**src/rtl/poly_frommsg_unpack.sv**
```systemverilog
// -----------------------------------------------------------------------------
// poly_frommsg_unpack
//
// Purpose:
//   Expands a 32-byte message into a KYBER_N-coefficient polynomial. Each
//   message bit, taken LSB first, becomes one coefficient:
//     bit = 1 -> (KYBER_Q+1)/2 (1665 for KYBER_Q = 3329)
//     bit = 0 -> 0
//   Bytes arrive over a valid/ready handshake. Coefficients leave over a
//   second valid/ready handshake, one per accepted transfer, in ascending
//   address order 0..KYBER_N-1.
//
// Ports:
//   iClk        in   1        sole clock; all state changes on the rising edge
//   iRst_n      in   1        synchronous active-low reset
//   iStart      in   1        begins one decode; only looked at in IDLE
//   iMsgByte    in   8        message byte, consumed LSB first
//   iMsgValid   in   1        iMsgByte is valid
//   oMsgReady   out  1        block takes iMsgByte this cycle (LOAD only)
//   oCoeff      out  o_Width  decoded coefficient
//   oCoeffAddr  out  8        coefficient index = byte_cnt*8 + bit_cnt
//   oCoeffValid out  1        oCoeff/oCoeffAddr are valid (EMIT only)
//   iCoeffReady in   1        downstream accepts the coefficient
//   oBusy       out  1        high in every state except IDLE
//   oDone       out  1        one-cycle pulse after the last coefficient
//
// All outputs are registers. The FSM and its outputs live in one clocked
// process so that every output changes together with the state it reflects.
// -----------------------------------------------------------------------------
module poly_frommsg_unpack #(
    parameter int KYBER_N = 256,
    parameter int KYBER_Q = 3329,
    parameter int o_Width = 12
) (
    input  logic               iClk,
    input  logic               iRst_n,
    input  logic               iStart,
    input  logic [7:0]         iMsgByte,
    input  logic               iMsgValid,
    output logic               oMsgReady,
    output logic [o_Width-1:0] oCoeff,
    output logic [7:0]         oCoeffAddr,
    output logic               oCoeffValid,
    input  logic               iCoeffReady,
    output logic               oBusy,
    output logic               oDone
);

    // Non-zero coefficient value; it fits o_Width, so the mask never overflows.
    localparam logic [o_Width-1:0] HALF_Q    = o_Width'((KYBER_Q + 1) / 2);
    // Index of the final message byte (31 for a 256-coefficient polynomial).
    localparam logic [4:0]         LAST_BYTE = 5'(KYBER_N / 8 - 1);

    typedef enum logic [1:0] {
        ST_IDLE = 2'd0,
        ST_LOAD = 2'd1,
        ST_EMIT = 2'd2,
        ST_DONE = 2'd3
    } state_t;

    // Coefficient is a pure AND-mask of HALF_Q by the message bit.
    function automatic logic [o_Width-1:0] mask_coeff(input logic msg_bit);
        mask_coeff = HALF_Q & {o_Width{msg_bit}};
    endfunction

    state_t             state_r;
    logic [4:0]         byte_cnt_r;
    logic [2:0]         bit_cnt_r;
    logic [7:0]         msg_byte_r;
    logic               msg_ready_r;
    logic               coeff_valid_r;
    logic [o_Width-1:0] coeff_r;
    logic [7:0]         coeff_addr_r;
    logic               busy_r;
    logic               done_r;

    logic               byte_accept_s;
    logic               coeff_accept_s;
    logic [2:0]         bit_next_s;
    logic [4:0]         byte_next_s;

    // Handshake qualifiers and counter increments used by the FSM.
    always_comb begin
        byte_accept_s  = msg_ready_r & iMsgValid;
        coeff_accept_s = coeff_valid_r & iCoeffReady;
        bit_next_s     = bit_cnt_r + 3'd1;
        byte_next_s    = byte_cnt_r + 5'd1;
    end

    // Decode FSM with its counters, byte register and registered outputs.
    always_ff @(posedge iClk) begin
        if (!iRst_n) begin
            state_r       <= ST_IDLE;
            byte_cnt_r    <= 5'd0;
            bit_cnt_r     <= 3'd0;
            msg_byte_r    <= 8'd0;
            msg_ready_r   <= 1'b0;
            coeff_valid_r <= 1'b0;
            coeff_r       <= '0;
            coeff_addr_r  <= 8'd0;
            busy_r        <= 1'b0;
            done_r        <= 1'b0;
        end else begin
            case (state_r)
                ST_IDLE: begin
                    done_r <= 1'b0;
                    if (iStart) begin
                        byte_cnt_r   <= 5'd0;
                        bit_cnt_r    <= 3'd0;
                        coeff_addr_r <= 8'd0;
                        msg_ready_r  <= 1'b1;
                        busy_r       <= 1'b1;
                        state_r      <= ST_LOAD;
                    end else begin
                        state_r      <= ST_IDLE;
                    end
                end

                ST_LOAD: begin
                    // Stay here with ready high until a byte is handed over;
                    // the first coefficient of that byte is valid next cycle.
                    if (byte_accept_s) begin
                        msg_byte_r    <= iMsgByte;
                        bit_cnt_r     <= 3'd0;
                        msg_ready_r   <= 1'b0;
                        coeff_valid_r <= 1'b1;
                        coeff_r       <= mask_coeff(iMsgByte[0]);
                        coeff_addr_r  <= {byte_cnt_r, 3'd0};
                        state_r       <= ST_EMIT;
                    end else begin
                        state_r       <= ST_LOAD;
                    end
                end

                ST_EMIT: begin
                    // Outputs only move on an accepted transfer, so a stalled
                    // downstream sees oCoeff/oCoeffAddr held steady.
                    if (coeff_accept_s) begin
                        if (bit_cnt_r == 3'd7) begin
                            coeff_valid_r <= 1'b0;
                            bit_cnt_r     <= 3'd0;
                            if (byte_cnt_r == LAST_BYTE) begin
                                done_r  <= 1'b1;
                                state_r <= ST_DONE;
                            end else begin
                                byte_cnt_r   <= byte_next_s;
                                coeff_addr_r <= {byte_next_s, 3'd0};
                                msg_ready_r  <= 1'b1;
                                state_r      <= ST_LOAD;
                            end
                        end else begin
                            bit_cnt_r    <= bit_next_s;
                            coeff_r      <= mask_coeff(msg_byte_r[bit_next_s]);
                            coeff_addr_r <= {byte_cnt_r, bit_next_s};
                            state_r      <= ST_EMIT;
                        end
                    end else begin
                        state_r <= ST_EMIT;
                    end
                end

                ST_DONE: begin
                    done_r  <= 1'b0;
                    busy_r  <= 1'b0;
                    state_r <= ST_IDLE;
                end

                default: begin
                    // Unreachable encoding: fall back to a quiet IDLE.
                    state_r       <= ST_IDLE;
                    msg_ready_r   <= 1'b0;
                    coeff_valid_r <= 1'b0;
                    busy_r        <= 1'b0;
                    done_r        <= 1'b0;
                end
            endcase
        end
    end

    assign oMsgReady   = msg_ready_r;
    assign oCoeff      = coeff_r;
    assign oCoeffAddr  = coeff_addr_r;
    assign oCoeffValid = coeff_valid_r;
    assign oBusy       = busy_r;
    assign oDone       = done_r;

endmodule

```
**config.mk**
```make
export PLATFORM = sky130hd
export DESIGN_NAME = poly_frommsg_unpack
export DESIGN_NICKNAME = d
export VERILOG_FILES = /design/src/rtl/poly_frommsg_unpack.sv
export SDC_FILE = /design/constraint.sdc
export NUM_CORES = 1
export LEC_CHECK = 0
export ABC_AREA = 1
export CAP_MARGIN = 20
export CORE_ASPECT_RATIO = 1.2
export CORE_MARGIN = 4
export CORE_UTILIZATION = 50
export DETAILED_ROUTE_END_ITERATION = 8
export PLACE_DENSITY = 0.79
export SYNTH_ARGS = -nofsm -noshare
export SYNTH_HDL_FRONTEND = slang
export SYNTH_SLANG_ARGS = --single-unit
```
**constraint.sdc**
```tcl
create_clock -name iClk -period 2.2 [get_ports iClk]
set_input_delay 0.22 -clock iClk [delete_from_list [all_inputs] [get_ports iClk]]
set_output_delay 0.22 -clock iClk [all_outputs]
set_load 0.05 [all_outputs]
```
==> impl_summary.md <==
Critical path
The largest single stage delay on the critical path is 0.36 ns. The signal on the critical path passes through ha_1, nand2_1, nor2_1, ha_1, inv_1, nor2_1, nor3_4, inv_2, nand2_1, a21oi_1. The endpoint identified for the worst register-to-register timing path is oCoeffAddr[6].

The startpoint of the worst register-to-register path is byte_cnt_r[0]. The buffers plus inverters on the worst setup path is 2. The worst setup path is of the reg2reg kind. The kind of launch point of the worst setup path is a flip-flop. The depth of the worst register-to-register path is 10. The largest fanout on the critical path is 9.

For the worst setup path, the data required time is 2.35 ns. The category of cells accounting for the largest share of critical-path delay is simple AND/OR/NAND/NOR gates. The reg-to-reg setup timing slack is 0.32 ns. Among all stages on the critical path, the largest delay is contributed by sky130_fd_sc_hd__dfxtp_1. The worst setup path is captured at a flip-flop. At the worst endpoint, the arrival time is 2.03 ns.

GRT
The global-route wire length before repair is 6020 um. The via count of the first global-routing pass came to 1450. Global routing finished with a remaining overflow of 0. The overall routing resource usage is 0.178.

Entering global routing, the biggest net connects 20 pins. The initial antenna violation count is 0.

Min path
The class of the most critical hold timing path is reg2reg. The end of the worst hold path is msg_byte_r[4]. In this run the most critical hold path is launched from msg_byte_r[4].

Along the worst hold path, the cell count comes to 2.

Logic synthesis
The post-synthesis cell type with the largest combined area is sky130_fd_sc_hd__dfxtp_1. The cell area after synthesis is 0.00171 mm2. The number of warning messages in the yosys log is 0. The area share of the leading cell type in the synthesized netlist is 0.362. In the post-synthesis netlist, the biggest area contributors are sky130_fd_sc_hd__dfxtp_1, sky130_fd_sc_hd__nand2_1, sky130_fd_sc_hd__ha_1. Each instance of the synthesized netlist takes up on average 7.29 um2. Yosys mapped the design onto 29 distinct sky130hd cell types. The post-synthesis cell count is 235. Counting flops and latches in the post-synthesis netlist gives 31. The share of the yosys chip area belonging to registers is 0.362.

Finish
The share of final-layout standard cells stronger than drive strength 1 is 0.0996. Fill cells in the final layout number 315. Summing all multi-input logic gate instances after layout gives 915 um2. The synthesis-to-layout area growth is 19.6%. The net count of the finished layout is 284. The antenna cell count is 0. The sequential cells in the finished layout cover a total of 621 um2.

STA
The max-slew violation total from the final report is 0. The final setup violation count is 0. The worst path needs 1.88 ns of the cycle, external delays included. The slew of the pin with the lowest slew margin is 0.571 ns. In the finished design, the share of the clock period the worst path needs comes to 0.853. The highest achievable clock rate is 0.533 GHz. Setup repair after global routing left no endpoint under its margin. The accumulated negative setup slack is 0 ns. The worst pin sits at a relative slew slack of 0.617.

The final count of hold timing violations was 0. Across all hold checks on the routed design, the worst slack comes to 0.450 ns. The final setup skew is 0.00319 ns.

Status
The run finished with clean final reports.

Clock tree
The number of buffers added by the clock tree synthesis step is 5. The number of gates resized after CTS was 0. For this design, the sink count on the clock tree is 31. The H-tree was split into 2 levels.

Hold repair after CTS inserted 0 buffers. At the later pin of the worst-skew pair, clock insertion delay measures 0.28 ns. Clock-pin slew was measured on the worst setup and hold paths at 0.07 ns. Once the clock tree was built, the setup fixing pass inserted 0 buffers. The buffer levels on the longest clock path is 2. The tree is rooted in a sky130_fd_sc_hd__clkbuf_8. TritonCTS built the clock tree.

Power
The share of total power in sequential cells is 0.445. The share of total power consumed by net switching is 0.317. The internal portion of total power is 0.926 mW. The proportion of power drawn by combinational gates is 0.219.

The worst-case IR drop observed on VDD is 517 uV. The completed layout was analyzed and its total power is 1.36 mW. Of the total power, the clock network draws 0.336. The switching power is 0.429 mW.

Power spread over the standard cell area amounts to 661 mW/mm2. In this run the static leakage power is 0.852 nW.

Floorplanning
The die covers 0.00443 mm2. In this run the vertical extent of the chip is 72.1 um. The core region is 0.00331 mm2. The standard-cell row count is 23.

Measured along the x axis, the die boundary spans 61.5 um. The initial utilization of the core area, before any placement, comes to 0.518. During I/O placement, the number of pins put on the boundary was 37.

Route
The via count is 1517. The ratio of routed vias to standard cells is 5.09. The first routing iteration left 78 violations. The iteration count of the initial detailed-routing pass is 4.

The remaining routing DRC violations is 0. In the final routed layout, each cell accounts on average for 12.0 um. The number of nets with antenna violations after detailed routing is 0.

The routed wire length is 3570 um.

Job
The count of maximum capacitance violations is 0.

Placed design
The HPWL after detailed placement is 2700 um. At the end of routability-driven placement, the weighted congestion stood at 0.858. The port buffer count is 28.
## through the flow
| stage | cell area [um2] | setup WS (ns) | std cells | utilization |
|---|---|---|---|---|
| 2_1_floorplan | 1740 | 0.513 | 242 | - |
| 3_3_place_gp | 1960 | 0.413 | 291 | 0.593 |
| 3_5_place_dp | 1960 | 0.348 | 291 | 0.593 |
| 4_1_cts | 2050 | 0.333 | 298 | 0.620 |
| 5_1_grt | 2050 | 0.131 | 298 | 0.620 |
| 6_report | 2050 | 0.323 | 298 | 0.620 |
## routing by layer
metal	global-route usage	wire length [um]	up-vias
met5	0	0	-
met4	0.0731	103	0
met3	0.0516	252	13
met2	0.305	1780	53
met1	0.202	1440	653
li1	-	-	798
## final cells by class
type | instances | area share
clock buffers | 6 | 0.0403
clock inverters | 1 | 0.00244
inverters | 25 | 0.0458
multi-input cells | 169 | 0.446
flip-flops and latches | 31 | 0.303
well taps | 37 | 0.0226
repair buffers | 29 | 0.140
## cell usage in the layout (no fill, tap or decap), types with 2 or more instances in the layout
cell type / synthesis / layout
sky130_fd_sc_hd__ha_1: 10 / 10
sky130_fd_sc_hd__nand2_4: 4 / 4
sky130_fd_sc_hd__dfxtp_1: 31 / 31
sky130_fd_sc_hd__inv_2: 3 / 3
sky130_fd_sc_hd__nand4_1: 3 / 3
sky130_fd_sc_hd__clkdlybuf4s50_1: 0 / 28
sky130_fd_sc_hd__nand2_2: 5 / 5
sky130_fd_sc_hd__nand3_1: 20 / 20
sky130_fd_sc_hd__a21oi_1: 24 / 24
sky130_fd_sc_hd__clkbuf_8: 0 / 6
sky130_fd_sc_hd__nor2_1: 22 / 22
sky130_fd_sc_hd__o211ai_1: 2 / 2
sky130_fd_sc_hd__inv_1: 21 / 21
sky130_fd_sc_hd__conb_1: 1 / 8
sky130_fd_sc_hd__o21ai_0: 14 / 14
sky130_fd_sc_hd__nor2_4: 2 / 2
sky130_fd_sc_hd__nand2_1: 43 / 43
sky130_fd_sc_hd__a211oi_1: 4 / 4
## how the worst max path moves through the flow
stage,startpoint,endpoint,slack [ns],cells after the start
after floorplan,byte_cnt_r[0],oCoeffAddr[2],0.51,10
after global placement,byte_cnt_r[0],oCoeffAddr[6],0.41,10
after detailed placement,byte_cnt_r[0],oCoeffAddr[0],0.35,10
after CTS,byte_cnt_r[0],oCoeffAddr[0],0.33,10
after global routing,byte_cnt_r[0],oCoeffAddr[5],0.13,10
final,byte_cnt_r[0],oCoeffAddr[6],0.32,10
## worst register-to-register path, stage by stage, from the launching register on
cell                      delay, ns
sky130_fd_sc_hd__dfxtp_1       0.36
sky130_fd_sc_hd__ha_1          0.23
sky130_fd_sc_hd__nand2_1       0.11
sky130_fd_sc_hd__nor2_1        0.07
sky130_fd_sc_hd__ha_1          0.17
sky130_fd_sc_hd__inv_1         0.10
sky130_fd_sc_hd__nor2_1        0.08
sky130_fd_sc_hd__nor3_4        0.34
sky130_fd_sc_hd__inv_2         0.14
sky130_fd_sc_hd__nand2_1       0.09
sky130_fd_sc_hd__a21oi_1       0.06
## flip-flops by register name, indices dropped and copies added (netlist names)
| signal | count |
|---|---|
| msg_byte_r | 8 |
| oCoeff | 1 |
| oDone | 1 |
| oCoeffAddr | 8 |
| oBusy | 1 |
| oCoeffValid | 1 |
| oMsgReady | 1 |
| bit_cnt_r | 3 |
| state_r | 2 |
| byte_cnt_r | 5 |
## cells in the mapped netlist
master and instances:
sky130_fd_sc_hd__a21oi_1 24, sky130_fd_sc_hd__nor2_1 22, sky130_fd_sc_hd__clkbuf_1 3, sky130_fd_sc_hd__buf_4 12, sky130_fd_sc_hd__o211ai_1 2, sky130_fd_sc_hd__nand2_1 43
sky130_fd_sc_hd__ha_1 10, sky130_fd_sc_hd__conb_1 1, sky130_fd_sc_hd__a211oi_1 4, sky130_fd_sc_hd__nor2_2 1, sky130_fd_sc_hd__nor2_4 2, sky130_fd_sc_hd__nand2_4 4
sky130_fd_sc_hd__nor3_4 1, sky130_fd_sc_hd__clkbuf_2 1, sky130_fd_sc_hd__o21ai_1 1, sky130_fd_sc_hd__nand4_1 3, sky130_fd_sc_hd__clkinv_1 1, sky130_fd_sc_hd__nand2_2 5
sky130_fd_sc_hd__inv_1 21, sky130_fd_sc_hd__nand3b_1 1, sky130_fd_sc_hd__nor3_1 1, sky130_fd_sc_hd__dfxtp_1 31, sky130_fd_sc_hd__buf_2 1, sky130_fd_sc_hd__nand3_2 1
sky130_fd_sc_hd__nand3_1 20, sky130_fd_sc_hd__or2_2 1, sky130_fd_sc_hd__inv_2 3, sky130_fd_sc_hd__and3_1 1, sky130_fd_sc_hd__o21ai_0 14
## cells by family (layout without fill, tap and decap cells)
group / Yosys count / after routing / synth area share
flip-flops: 31 / 31 / 0.362
buffers and inverters: 42 / 61 / 0.120
AO/OA/AOI/OAI: 45 / 45 / 0.140
AND/OR/NAND/NOR: 106 / 106 / 0.303
other: 1 / 8 / 0.00219
adder cells (fa/ha/maj): 10 / 10 / 0.0730
## power groups by stage
stage | Clock, mW | Combinational (mW) | Sequential [mW]
after floorplan | 0 | 0.201 | 0.646
after global routing | 0.483 | 0.324 | 0.608
after detailed placement | 0 | 0.296 | 0.616
after global placement | 0 | 0.293 | 0.615
after CTS | 0.465 | 0.298 | 0.604
final | 0.455 | 0.297 | 0.604
Power figures use the tool's default switching activity.
